$ cat config.mk
export PLATFORM = sky130hd
export DESIGN_NAME = fetch_stage
export DESIGN_NICKNAME = d
export VERILOG_FILES = /design/src/rtl/fetch_stage.sv
export SDC_FILE = /design/constraint.sdc
export NUM_CORES = 1
export LEC_CHECK = 0
export CAP_MARGIN = 25
export CORE_MARGIN = 2
export CORE_UTILIZATION = 47
export DETAILED_ROUTE_END_ITERATION = 8
export PLACE_DENSITY = 0.88
export SYNTH_ARGS = -nofsm -noshare
export SYNTH_HDL_FRONTEND = slang
export SYNTH_SLANG_ARGS = --single-unit
export TNS_END_PERCENT = 30
$ cat constraint.sdc
create_clock -name clk -period 3.7 [get_ports clk]
set_clock_uncertainty 0.05 [all_clocks]
set_input_delay 0.74 -clock clk [delete_from_list [all_inputs] [get_ports clk]]
set_output_delay 0.74 -clock clk [all_outputs]
set_load 0.02 [all_outputs]
$ cat src/rtl/fetch_stage.sv
// IF stage and IF/ID pipeline register for the 5-stage MIPS core.
// Optional: FETCH_DELAY_SLOT_EN keeps the instruction behind a redirect (branch delay slot).
module fetch_stage #(
    parameter logic [31:0] RESET_PC  = 32'h0000_0000,
    parameter logic [31:0] NOP_INSTR = 32'h0000_0000
) (
    input  logic        clk,
    input  logic        rstN,
    input  logic [31:0] imemRd,
    input  logic        stallF,
    input  logic        stallD,
    input  logic        pcSrcD,
    input  logic [31:0] pcBranchD,
    input  logic        jumpD,
    output logic [31:0] imemAddr,
    output logic [31:0] pcF,
    output logic [31:0] instrD,
    output logic [31:0] pcPlus4D,
    output logic [5:0]  opD,
    output logic [5:0]  functD,
    output logic        validD
);

    logic [31:0] pc_q, pc_d;
    logic [31:0] id_instr_q, id_instr_d;
    logic [31:0] id_pc_plus4_q, id_pc_plus4_d;
    logic        id_valid_q, id_valid_d;

    logic [31:0] pc_plus4_f;
    logic [31:0] jump_tgt;
    logic        redirect;
    logic        flush;

    always_comb begin
        pc_plus4_f = pc_q + 32'd4;
        jump_tgt   = {id_pc_plus4_q[31:28], id_instr_q[25:0], 2'b00};
        // A redirect seen while ID is stalled belongs to a held instruction; re-evaluated later.
        redirect   = (jumpD | pcSrcD) & ~stallD;
`ifdef FETCH_DELAY_SLOT_EN
        flush      = 1'b0;
`else
        flush      = redirect;
`endif
    end

    always_comb begin
        pc_d = pc_plus4_f;
        if (stallF) begin
            pc_d = pc_q;
        end else if (jumpD && !stallD) begin
            pc_d = jump_tgt;
        end else if (pcSrcD && !stallD) begin
            pc_d = pcBranchD;
        end
    end

    always_comb begin
        id_instr_d    = imemRd;
        id_pc_plus4_d = pc_plus4_f;
        id_valid_d    = 1'b1;
        if (stallD) begin
            id_instr_d    = id_instr_q;
            id_pc_plus4_d = id_pc_plus4_q;
            id_valid_d    = id_valid_q;
        end else if (flush) begin
            id_instr_d    = NOP_INSTR;
            id_pc_plus4_d = '0;
            id_valid_d    = 1'b0;
        end
    end

    always_ff @(posedge clk or negedge rstN) begin
        if (!rstN) begin
            pc_q          <= RESET_PC;
            id_instr_q    <= NOP_INSTR;
            id_pc_plus4_q <= '0;
            id_valid_q    <= 1'b0;
        end else begin
            pc_q          <= pc_d;
            id_instr_q    <= id_instr_d;
            id_pc_plus4_q <= id_pc_plus4_d;
            id_valid_q    <= id_valid_d;
        end
    end

    assign pcF      = pc_q;
    assign imemAddr = pc_q;
    assign instrD   = id_instr_q;
    assign pcPlus4D = id_pc_plus4_q;
    assign validD   = id_valid_q;
    assign opD      = id_instr_q[31:26];
    assign functD   = id_instr_q[5:0];

endmodule

==> metrics.txt <==
# TYPE chip_impl_metric gauge
chip_impl_metric{name="grt_overflow_total",unit=""} 0
chip_impl_metric{name="count_of_clock_tree_sinks",unit=""} 97
chip_impl_info{name="post-synth-top-area-cell",value="sky130_fd_sc_hd__dfrtp_1"} 1
chip_impl_metric{name="die_height",unit="um"} 108
chip_impl_info{name="post-synth-top-count-cell",value="sky130_fd_sc_hd__dfrtp_1"} 1
chip_impl_info{name="tritoncts",value="yes"} 1
chip_impl_metric{name="r2r_setup_slk",unit="ps"} 1280
chip_impl_info{name="synth.top_cells.by_count",value="sky130_fd_sc_hd__dfrtp_1, sky130_fd_sc_hd__o21ai_0, sky130_fd_sc_hd__nand2_1"} 1
chip_impl_metric{name="final_min_period_over_clock_period",unit=""} 0.701
chip_impl_metric{name="layout-drive-gt1-share",unit=""} 0.0501
chip_impl_metric{name="postcts_setup_bufs",unit=""} 0
chip_impl_metric{name="postSynth.asyncResetShare",unit=""} 1.00
chip_impl_metric{name="sequential_element_share_of_the_synthesized_area",unit=""} 0.478
chip_impl_metric{name="powerDensity",unit="nW/um^2"} 418
chip_impl_metric{name="period_needed",unit="ps"} 2590
chip_impl_info{name="path_cells",value="clkdlybuf4s50_1 > nor2b_1 > buf_4 > nor2_1 > nand2_1 > o221ai_1"} 1
chip_impl_metric{name="ctsLongestPathBuffers",unit=""} 2
chip_impl_metric{name="synthesis.area_per_instance",unit="um^2"} 9.78
chip_impl_metric{name="avgViaCountPerCell",unit=""} 5.94
chip_impl_info{name="crit_path_start_kind",value="input port"} 1
chip_impl_info{name="worst_setup_path_end_kind",value="flip-flop"} 1
chip_impl_metric{name="number_of_diodes_added_for_antenna_fixing",unit=""} 0
chip_impl_metric{name="ir_drop",unit="mV"} 0.277
chip_impl_metric{name="place.gp.congestion",unit=""} 0.856
chip_impl_info{name="synth_top_family_by_area",value="compound AO/OA/AOI/OAI gates"} 1
chip_impl_metric{name="coreArea",unit="um^2"} 10400
chip_impl_metric{name="num_vias",unit=""} 4836
chip_impl_metric{name="ctsHtreeMaxLevel",unit=""} 3
chip_impl_metric{name="io_buffer_count",unit=""} 210
chip_impl_metric{name="grt_first_pass_wirelength",unit="um"} 25000
chip_impl_metric{name="synthXorXnorAreaFrac",unit=""} 0.0449
chip_impl_info{name="rsz0062_at_grt",value="false"} 1
chip_impl_info{name="worst_path_slowest_cell",value="sky130_fd_sc_hd__nor2_1"} 1
chip_impl_metric{name="clock.fmax",unit="MHz"} 385
chip_impl_metric{name="finalSetupViolations",unit=""} 0
chip_impl_metric{name="relSlewSlack",unit=""} 0.407
chip_impl_metric{name="antenna_found_initial",unit=""} 0
chip_impl_metric{name="clk_latency",unit="ps"} 370
chip_impl_metric{name="p_total",unit="uW"} 2980
chip_impl_metric{name="die_w",unit="um"} 108
chip_impl_metric{name="cts.reportedPaths.clkPinSlew",unit="ps"} 100
chip_impl_metric{name="yosysUniqueCellTypes",unit=""} 49
chip_impl_metric{name="drc",unit=""} 0
chip_impl_metric{name="detailedRoute.firstPassIterationCount",unit=""} 5
chip_impl_info{name="critical_path_class",value="in -> reg"} 1
chip_impl_metric{name="cts-buffers-inserted",unit=""} 9
chip_impl_metric{name="floorplan.rows",unit=""} 37
chip_impl_metric{name="synthesis.yosys.warnings",unit=""} 0
chip_impl_metric{name="grt_pass1_vias",unit=""} 4710
chip_impl_metric{name="resized_gates_after_cts",unit=""} 0
chip_impl_metric{name="synthToLayoutAreaGrowth",unit="%"} 40.4
chip_impl_metric{name="maximum_number_of_pins_on_one_net_before_global_route_repair",unit=""} 98
chip_impl_metric{name="critPathArrivalTime",unit="ps"} 2830
chip_impl_metric{name="synthesis.instances",unit=""} 519
chip_impl_metric{name="routed_wire_length_per_instance",unit="um"} 19.8
chip_impl_info{name="outcome",value="finished, final reports clean"} 1
chip_impl_metric{name="ys_seq_elements",unit=""} 97
chip_impl_metric{name="synth_simple_gate_area_frac",unit=""} 0.133
chip_impl_metric{name="floorplan.die_area",unit="um^2"} 11600
chip_impl_metric{name="grt_use_total",unit=""} 0.278
chip_impl_info{name="synth-main-ff-cell",value="sky130_fd_sc_hd__dfrtp_1"} 1
chip_impl_metric{name="max_slew.worst_pin.slew",unit="ps"} 887
chip_impl_metric{name="syn-num-nets",unit=""} 590
chip_impl_metric{name="post_synth_mux_area_share",unit=""} 0.00197
chip_impl_metric{name="initial_cell_density_of_the_core",unit=""} 0.487
chip_impl_metric{name="nets",unit=""} 744
chip_impl_metric{name="detailedPlacementHpwl",unit="um"} 11400
chip_impl_metric{name="max_stage_delay",unit="ps"} 690
chip_impl_info{name="clk_tree_root_cell",value="sky130_fd_sc_hd__clkbuf_8"} 1
chip_impl_metric{name="synth_compound_gate_area_share",unit=""} 0.231
chip_impl_metric{name="filler_cell_count",unit=""} 797
chip_impl_metric{name="report.final.slew_viol_count",unit=""} 0
chip_impl_metric{name="drt_first_iter_violations",unit=""} 351
chip_impl_info{name="synth_area_leaders",value="sky130_fd_sc_hd__dfrtp_1, sky130_fd_sc_hd__a22o_1, sky130_fd_sc_hd__buf_4"} 1
chip_impl_metric{name="finalHoldViolCount",unit=""} 0
chip_impl_metric{name="synth_fa_ha_area_frac",unit=""} 0.00247
chip_impl_metric{name="holdBufCountCts",unit=""} 0
chip_impl_metric{name="synth.top_cell.area_share",unit=""} 0.478
chip_impl_metric{name="static-leakage-power",unit="uW"} 0.00297
chip_impl_metric{name="cp_data_required_time",unit="ps"} 3930
chip_impl_info{name="path_category_of_the_worst_min_delay_check",value="in -> async"} 1
chip_impl_metric{name="crit_fanout",unit=""} 13
chip_impl_metric{name="number_of_flops_mapped_to_enable_cells_by_yosys",unit=""} 0
chip_impl_metric{name="maxCapViolations",unit=""} 0
chip_impl_metric{name="drtAntennaViolNets",unit=""} 0
chip_impl_metric{name="io_pins",unit=""} 211
chip_impl_metric{name="netlist_area",unit="um^2"} 5070
chip_impl_metric{name="wirelength",unit="um"} 16200
chip_impl_metric{name="setup_total_negative_slack",unit="ps"} 0
## sequential cells by signal, summed over array words and instances (netlist names)
name,cells
imemAddr,32
instrD,32
pcPlus4D,32
validD,1
## per-stage QoR
step	cell area, um^2	std cells	util	hold WS, ps	worst slack (ps)
floorplan	5070	519	-	394	1540
global placement	6930	798	0.665	414	850
detailed placement	6930	798	0.665	416	732
CTS	7130	814	0.684	394	1130
global route	7130	814	0.684	398	952
finish	7130	814	0.684	342	1110
## critical path: cells and delay by family
kind	cells	cell delay, ps
compound gates	1	250
buf+inv	2	740
simple gates	3	1100
## report_power, final
| part | total [uW] | internal, uW | leakage (uW) | switching, uW |
|---|---|---|---|---|
| sequential | 1320 | 1160 | 0.00128 | 160 |
| clock | 701 | 329 | 0.0000953 | 372 |
| combinational | 957 | 468 | 0.00160 | 489 |
## per-layer routing
metal,track usage,vias to the layer above,wire length (um)
met4,0.114,0,497
li1,-,2138,-
met3,0.0569,44,1210
met2,0.460,280,8090
met1,0.358,2374,6360
met5,0,-,0
## cell usage in the layout (no fill, tap or decap), types with 2 or more instances in the layout
cell	Yosys	layout
sky130_fd_sc_hd__buf_4	45	8
sky130_fd_sc_hd__a221oi_1	3	3
sky130_fd_sc_hd__a21o_1	2	2
sky130_fd_sc_hd__buf_2	3	2
sky130_fd_sc_hd__clkbuf_8	0	10
sky130_fd_sc_hd__clkinv_2	0	2
sky130_fd_sc_hd__xnor2_1	13	13
sky130_fd_sc_hd__nor3_2	1	2
sky130_fd_sc_hd__and3_1	10	10
sky130_fd_sc_hd__inv_1	16	16
sky130_fd_sc_hd__or3_1	2	2
sky130_fd_sc_hd__clkinvlp_4	0	2
sky130_fd_sc_hd__a31oi_1	3	3
sky130_fd_sc_hd__a22oi_1	12	12
sky130_fd_sc_hd__o22ai_1	7	7
sky130_fd_sc_hd__nor2_1	23	23
sky130_fd_sc_hd__a211oi_1	3	3
sky130_fd_sc_hd__o31a_1	6	6
sky130_fd_sc_hd__o31ai_1	3	3
sky130_fd_sc_hd__dfrtp_1	97	97
sky130_fd_sc_hd__nand3_1	17	17
sky130_fd_sc_hd__a21oi_1	29	29
sky130_fd_sc_hd__o221ai_1	3	3
sky130_fd_sc_hd__nor2b_1	4	3
sky130_fd_sc_hd__clkdlybuf4s50_1	0	207
sky130_fd_sc_hd__xor2_1	13	13
sky130_fd_sc_hd__a2bb2oi_1	4	4
sky130_fd_sc_hd__nor3_1	5	4
sky130_fd_sc_hd__o21ai_0	48	48
sky130_fd_sc_hd__nand4_1	7	7
sky130_fd_sc_hd__nand2b_1	4	4
sky130_fd_sc_hd__a22o_1	43	43
sky130_fd_sc_hd__nor4_1	2	2
sky130_fd_sc_hd__a221o_1	2	2
sky130_fd_sc_hd__nand2_1	47	47
## logic make-up after synthesis
logic type / count (synthesis)
and+or+nand+nor: 131
muxes: 1
adders and majority gates: 1
buffers and inverters: 91
AOI/OAI and AO/OA: 172
xor gates and xnor gates: 26
DFF: 97
## final timing paths
check,endpoint,depth (start not counted),startpoint
max,imemAddr[14],6,pcSrcD
min,validD,2,rstN
max reg2reg,imemAddr[25],5,imemAddr[5]
min reg2reg,validD,2,validD
max in group asynchronous,pcPlus4D[1],2,rstN
min in group clk,validD,2,validD
## layout make-up
cell class	count	area, um^2	area share
Clock buffer	11	141	0.0198
Clock inverter	5	55.1	0.00772
Inverter	16	60.1	0.00843
Multi-Input combinational cell	331	2110	0.296
Sequential cell	97	2430	0.341
Tap cell	136	170	0.0239
Timing Repair Buffer	218	2160	0.303
No activity file was read; power rests on OpenSTA's default activity.
